### config.mk
export PLATFORM = sky130hd
export DESIGN_NAME = conv_layer_buffer_ctrl
export DESIGN_NICKNAME = d
export VERILOG_FILES = /design/src/rtl/conv_layer_pkg.sv /design/src/rtl/conv_layer_row_fetcher.sv /design/src/rtl/conv_layer_buffer_ctrl.sv
export SDC_FILE = /design/constraint.sdc
export NUM_CORES = 1
export LEC_CHECK = 0
export ABC_CLOCK_PERIOD_IN_PS = 2050
export CORE_AREA = 2 2 109 58
export CTS_CLUSTER_DIAMETER = 100
export DETAILED_ROUTE_END_ITERATION = 10
export DIE_AREA = 0 0 111 60
export HOLD_SLACK_MARGIN = 0.05
export PLACE_DENSITY = 0.87
export SLEW_MARGIN = 25
export SYNTH_ARGS = -nofsm -noshare
export SYNTH_HDL_FRONTEND = slang
export SYNTH_SLANG_ARGS = --single-unit
### constraint.sdc
create_clock -name clk -period 2.05 [get_ports clk]
set_input_delay 0.41 -clock clk [delete_from_list [all_inputs] [get_ports clk]]
set_output_delay 0.41 -clock clk [all_outputs]
set_load 0.005 [all_outputs]
### src/rtl/conv_layer_pkg.sv
// rtl/conv_layer_pkg.sv - shared encodings and defaults for the conv-layer buffer initiator
package conv_layer_pkg;
  localparam int DEF_DATA_WIDTH = 32;
  localparam int DEF_INPUT_SIZE = 8;
  localparam logic [31:0] FLOAT32_ONE = 32'h3F80_0000;

  typedef enum logic [1:0] {
    BUFFER_CMD_IDLE = 2'd0,
    BUFFER_CMD_LOAD = 2'd1,
    BUFFER_CMD_READ = 2'd2
  } buffer_cmd_e;

  typedef enum logic [2:0] {
    S_IDLE,
    S_FETCH,
    S_WAIT_ACK,
    S_READ,
    S_DONE
  } state_e;
endpackage

### src/rtl/conv_layer_row_fetcher.sv
// rtl/conv_layer_row_fetcher.sv - reads one image row from memory and replays it as LOAD beats
module conv_layer_row_fetcher
  import conv_layer_pkg::*;
#(
  parameter int DATA_WIDTH = DEF_DATA_WIDTH,
  parameter int INPUT_SIZE = DEF_INPUT_SIZE,
  parameter int ADDR_WIDTH = 6,
  parameter int ROW_W      = 4
) (
  input  logic                  clk,
  input  logic                  rst_n,
  input  logic                  start_row,
  input  logic [ROW_W-1:0]      row,
  input  logic [DATA_WIDTH-1:0] mem_data,
  output logic                  mem_rd_en,
  output logic [ADDR_WIDTH-1:0] mem_addr,
  output logic [DATA_WIDTH-1:0] data_out,
  output logic                  load,
  output logic                  row_done
);
  localparam int COL_W = (INPUT_SIZE > 1) ? $clog2(INPUT_SIZE) : 1;

  logic             active;
  logic             load_q;
  logic             last_q;
  logic [COL_W-1:0] col;
  logic             col_last;

  assign col_last = (col == COL_W'(INPUT_SIZE - 1));

  // Each read beat is captured at the edge closing its cycle, so LOAD trails mem_rd_en by one.
  always_ff @(posedge clk or negedge rst_n) begin
    if (!rst_n) begin
      active   <= 1'b0;
      col      <= '0;
      load_q   <= 1'b0;
      last_q   <= 1'b0;
      data_out <= '0;
    end else begin
      load_q <= active;
      last_q <= active && col_last;
      if (active) begin
        data_out <= mem_data;
      end
      if (start_row) begin
        active <= 1'b1;
        col    <= '0;
      end else if (active) begin
        if (col_last) begin
          active <= 1'b0;
          col    <= '0;
        end else begin
          col <= col + 1'b1;
        end
      end
    end
  end

  assign mem_rd_en = active;
  assign mem_addr  = active ? (ADDR_WIDTH'(row) * ADDR_WIDTH'(INPUT_SIZE) + ADDR_WIDTH'(col)) : '0;
  assign load      = load_q;
  assign row_done  = load_q && last_q;
endmodule

### src/rtl/conv_layer_buffer_ctrl.sv
// rtl/conv_layer_buffer_ctrl.sv - sequences row LOADs and 3-row window READs into the conv input buffer
module conv_layer_buffer_ctrl
  import conv_layer_pkg::*;
#(
  parameter int DATA_WIDTH   = DEF_DATA_WIDTH,
  parameter int INPUT_SIZE   = DEF_INPUT_SIZE,
  parameter int IMAGE_ROWS   = 8,
  parameter int KERNEL_SIZE  = 3,
  parameter int SHIFT_CYCLES = 6,
  parameter int ACK_TIMEOUT  = 15,
  parameter int ADDR_WIDTH   = 6
) (
  input  logic                  clk,
  input  logic                  rst_n,
  input  logic                  start,
  input  logic                  compute_ready,
  output logic                  mem_rd_en,
  output logic [ADDR_WIDTH-1:0] mem_addr,
  input  logic [DATA_WIDTH-1:0] mem_data,
  output logic [DATA_WIDTH-1:0] data_out,
  output logic [1:0]            buffer_cmd,
  output logic [1:0]            buffer_array_idx,
  input  logic                  buffer_ack,
  output logic                  row_last,
  output logic                  busy,
  output logic                  done,
  output logic                  err_timeout
);
  localparam int ROW_W   = $clog2(IMAGE_ROWS + 1);
  localparam int SHIFT_W = (SHIFT_CYCLES > 1) ? $clog2(SHIFT_CYCLES) : 1;
  localparam int PRE_W   = (KERNEL_SIZE > 1) ? $clog2(KERNEL_SIZE) : 1;
  localparam int TIMER_W = $clog2(ACK_TIMEOUT + 1);

  state_e             state, state_d;
  logic [ROW_W-1:0]   row_cnt;
  logic [PRE_W-1:0]   preload_cnt;
  logic [TIMER_W-1:0] timer;
  logic [SHIFT_W-1:0] shift_cnt;
  logic [1:0]         idx;
  logic               start_row;
  logic               load;
  logic               row_done;
  logic               preload_more;
  logic               ack_expired;
  logic               shift_last;
  logic               idx_last;
  logic               window_end;
  logic               more_rows;

  conv_layer_row_fetcher #(
    .DATA_WIDTH (DATA_WIDTH),
    .INPUT_SIZE (INPUT_SIZE),
    .ADDR_WIDTH (ADDR_WIDTH),
    .ROW_W      (ROW_W)
  ) u_fetcher (
    .clk       (clk),
    .rst_n     (rst_n),
    .start_row (start_row),
    .row       (row_cnt),
    .mem_data  (mem_data),
    .mem_rd_en (mem_rd_en),
    .mem_addr  (mem_addr),
    .data_out  (data_out),
    .load      (load),
    .row_done  (row_done)
  );

  assign preload_more = (preload_cnt < PRE_W'(KERNEL_SIZE - 1));
  // timer counts WAIT_ACK cycles from 1, so err_timeout lands ACK_TIMEOUT cycles after the final LOAD.
  assign ack_expired  = (timer == TIMER_W'(ACK_TIMEOUT - 1));
  assign shift_last   = (shift_cnt == SHIFT_W'(SHIFT_CYCLES - 1));
  assign idx_last     = (idx == 2'(KERNEL_SIZE - 1));
  assign window_end   = (state == S_READ) && compute_ready && shift_last && idx_last;
  assign more_rows    = (row_cnt < ROW_W'(IMAGE_ROWS));

  always_comb begin
    state_d   = state;
    start_row = 1'b0;
    unique case (state)
      S_IDLE: begin
        if (start) begin
          state_d   = S_FETCH;
          start_row = 1'b1;
        end
      end
      S_FETCH: begin
        if (row_done) state_d = S_WAIT_ACK;
      end
      S_WAIT_ACK: begin
        if (buffer_ack) begin
          if (preload_more) begin
            state_d   = S_FETCH;
            start_row = 1'b1;
          end else begin
            state_d = S_READ;
          end
        end else if (ack_expired) begin
          state_d = S_DONE;
        end
      end
      S_READ: begin
        if (window_end) begin
          if (more_rows) begin
            state_d   = S_FETCH;
            start_row = 1'b1;
          end else begin
            state_d = S_DONE;
          end
        end
      end
      S_DONE:  state_d = S_IDLE;
      default: state_d = S_IDLE;
    endcase
  end

  always_ff @(posedge clk or negedge rst_n) begin
    if (!rst_n) begin
      state       <= S_IDLE;
      row_cnt     <= '0;
      preload_cnt <= '0;
      timer       <= '0;
      shift_cnt   <= '0;
      idx         <= '0;
      err_timeout <= 1'b0;
    end else begin
      state <= state_d;
      unique case (state)
        S_IDLE: begin
          if (start) begin
            row_cnt     <= '0;
            preload_cnt <= '0;
            err_timeout <= 1'b0;
          end
        end
        S_FETCH: timer <= TIMER_W'(1);
        S_WAIT_ACK: begin
          if (buffer_ack) begin
            row_cnt <= row_cnt + 1'b1;
            if (preload_more) preload_cnt <= preload_cnt + 1'b1;
          end else if (ack_expired) begin
            err_timeout <= 1'b1;
          end else begin
            timer <= timer + 1'b1;
          end
        end
        S_READ: begin
          if (compute_ready) begin
            if (shift_last) begin
              shift_cnt <= '0;
              idx       <= idx_last ? 2'd0 : idx + 2'd1;
            end else begin
              shift_cnt <= shift_cnt + 1'b1;
            end
          end
        end
        default: ;
      endcase
    end
  end

  assign buffer_cmd       = load ? BUFFER_CMD_LOAD :
                            (state == S_READ) ? BUFFER_CMD_READ : BUFFER_CMD_IDLE;
  assign buffer_array_idx = (state == S_READ) ? idx : 2'd0;
  assign row_last         = window_end;
  assign busy             = (state == S_FETCH) || (state == S_WAIT_ACK) || (state == S_READ);
  assign done             = (state == S_DONE);
endmodule

==> impl_metrics.csv <==
group,metric,value,unit
run_status,status,"completed",
timing,hold_viol,0,
power,peakVddDrop,0.712,mV
logic_synthesis,synth_cell_types,39,
placement,dp_hpwl,4.08,mm
power,power.density,1110,nW/um^2
cts,cts_inserted_buffers,9,
global_route,grt_pass1_vias,2015,
logic_synthesis,netlist_area,2570,sq um
timing,period_needed,1.96,ns
critical_path,cp-end-kind,"output port",
logic_synthesis,synthTopCellsByArea,"dfrtp_1, mux2_2, mux2i_1, and2_1, ha_1",
cts,clk_pin_slew,0.05,ns
route,postRouteAntennaNets,0,
timing,skew,0.00789,ns
timing,rsz0062_at_grt,"no",
global_route,grt_use_total,20.0,%
cts,clock-sinks,57,
timing,setup_slack,0.0931,ns
timing,tightest_slew,0.463,ns
route,wl_per_cell,15.3,microns
timing,drv_slew,0,
logic_synthesis,syn_avg_cell_area,12.3,sq um
min_path,hold_class,"primary input to async pin",
placement,place_congestion,0.783,
timing,fin_crit_sh,95.5,%
logic_synthesis,synth_cells,209,
logic_synthesis,yosysWarnings,0,
final_layout,area_growth,51.7,%
global_route,gr-total-overflow,0,
logic_synthesis,yosys_most_used_dff,"dfrtp_1",
power,finalPower,4.34,mW
cts,insertion_delay,0.32,ns
logic_synthesis,synth_top_area_share,55.4,%
logic_synthesis,async_reset_ff_share,100,%
route,vias,1953,
critical_path,path_cells,"and2_1 > clkdlybuf4s50_1",
timing,holdWs,0.0856,ns
critical_path,slowest_stage,"clkdlybuf4s50_1",
floorplanning,io_pins,84,
final_layout,layout-drive-gt1-share,24.0,%
logic_synthesis,synth.ff_latch_count,57,
logic_synthesis,synth-seq-area-share,55.4,%
route,wl,5.95,mm
critical_path,start_kind,"register",
final_layout,nNetsFinal,349,
placement,pre_cts_slack,0.0446,ns
final_layout,mostFrequentLayoutCells,"clkdlybuf4s50_1, dfrtp_1, mux2_2, buf_4, nand2_1",
critical_path,crit_type,"register to output port",
cts,root_buffer,"clkbuf_16",
global_route,grt_max_degree,58,
timing,max_slew_margin,68.8,%
cts,htree_num_levels,3,
floorplanning,die_y,60,microns
logic_synthesis,syn-num-nets,251,
global_route,grt_pass1_wl,9.87,mm
floorplanning,rows,20,
final_layout,diodes,0,
route,first_pass_iters,4,
floorplanning,die_w,111,microns
logic_synthesis,synth.largest_area_cell,"dfrtp_1",
critical_path,crit_required,1.64,ns
route,drt_iter0_drc,70,
final_layout,layout.cells.most_common,"clkdlybuf4s50_1",
route,drc,0,
cts,cts_tree,"done",
placement,dp_cells,367,
critical_path,path_buf_inv,1,
logic_synthesis,synth_edf_count,0,
critical_path,critPathArrivalTime,1.55,ns
final_layout,fill_cells,400,
timing,clock.fmax,0.511,GHz
final_layout,final_cells,389,
power,cellLeakagePower,1.83,nW
critical_path,critPathMaxStageDelay,0.53,ns
floorplanning,initial_core_util,44.5,%
placement,portBuffers,83,
timing,setup_violations,0,
route,via_per_inst,5.02,
global_route,antenna_found_initial,0,
cts,clockBufferDepth,2,
floorplanning,die-area,6660,sq um
flow_run,cap_violations,0,
floorplanning,core-area,5780,sq um
critical_path,critPathMaxFanout,15,
critical_path,crit_family,"buffers and inverters",
## worst reg2reg max path, delay by kind of cell (launching register included)
kind | cells | cell delay [ns]
buffers and inverters | 1 | 0.14
DFF | 1 | 0.42
muxes | 1 | 0.37
and+or+nand+nor | 3 | 0.59
## final timing paths
kind / start / end / slack, ns / cells after the start
hold reg to reg: timer[3]$_DFFE_PN0P_ / timer[3]$_DFFE_PN0P_ / 0.49 / 1
hold / removal: rst_n / shift_cnt[2]$_DFFE_PN0P_ / 0.09 / 2
max in group asynchronous: rst_n / u_fetcher.mem_rd_en$_DFF_PN0_ / 1.69 / 2
setup / recovery: u_fetcher.mem_rd_en$_DFF_PN0_ / mem_addr[1] / 0.09 / 2
min in group clk: timer[3]$_DFFE_PN0P_ / timer[3]$_DFFE_PN0P_ / 0.49 / 1
setup reg to reg: state[1]$_DFFE_PN0P_ / idx[0]$_DFFE_PN0P_ / 0.42 / 5
## cell usage after synthesis (4+ instances only)
| cell | instances |
|---|---|
| a22o_1 | 4 |
| nor2b_1 | 5 |
| ha_1 | 5 |
| clkbuf_1 | 5 |
| mux2_2 | 35 |
| nand3_1 | 4 |
| and2_1 | 10 |
| nand4_1 | 4 |
| buf_2 | 5 |
| mux2i_1 | 7 |
| nor2_1 | 12 |
| inv_1 | 4 |
| o21ai_0 | 5 |
| nand2_1 | 13 |
| dfrtp_1 | 57 |
| nand2b_1 | 5 |
## metal layers
layer	vias up	GRT usage, %	part of all wire (%)
met5	-	0	0
met3	4	13.9	12
met1	954	23.8	44
met4	0	6.25	0.81
li1	926	-	-
met2	69	29.1	43
## cell families (layout without fill, tap and decap cells)
| group | count (synthesis) | after routing | share of synthesized area (%) |
|---|---|---|---|
| AOI/OAI and AO/OA | 22 | 22 | 5.88 |
| and+or+nand+nor | 65 | 65 | 14.6 |
| DFF | 57 | 57 | 55.4 |
| buffers and inverters | 16 | 119 | 3.01 |
| muxes | 42 | 42 | 18.0 |
| xor gates and xnor gates | 2 | 2 | 0.680 |
| adders and majority gates | 5 | 5 | 2.43 |
## flip-flops by register name, summed over array words and instances, names as in the netlist, 2 cells and up
signal / flops
timer: 4
preload_cnt: 2
shift_cnt: 3
state: 3
idx: 2
u_fetcher.col: 3
row_cnt: 4
u_fetcher.data_out: 32
## cell type report
class | instances | area (sq um) | share of cell area [%]
Sequential cell | 57 | 1430 | 36.5
Multi-Input combinational cell | 136 | 1080 | 27.6
Timing Repair Buffer | 99 | 967 | 24.8
Clock buffer | 11 | 243 | 6.21
Tap cell | 77 | 96.3 | 2.47
Clock inverter | 5 | 78.8 | 2.02
Inverter | 4 | 15.0 | 0.384
## power by group
group,switching (mW),internal (mW),leakage [nW],total (mW)
combinational,0.407,0.755,0.928,1.16
sequential,0.191,1.39,0.744,1.59
clock,0.496,1.09,0.159,1.59
total,1.09,3.24,1.83,4.34
## stage by stage
stage	instance area, sq um	TNS (ns)	utilization, %
after floorplan	2570	0	-
after CTS	3870	-0.111	66.9
after global routing	3910	0	67.6
after detailed placement	3520	0	60.9
after global placement	3520	0	60.9
final	3910	0	67.6
## timing repair
action	in CTS	in global routing
setup endpoints to repair	11	4
buffers inserted	3	3
pin swaps	0	1
hold buffers	0	0
resized for setup	4	5
endpoints found under the hold margin	0	0
Note: power is estimated with default switching activity, not from simulation.
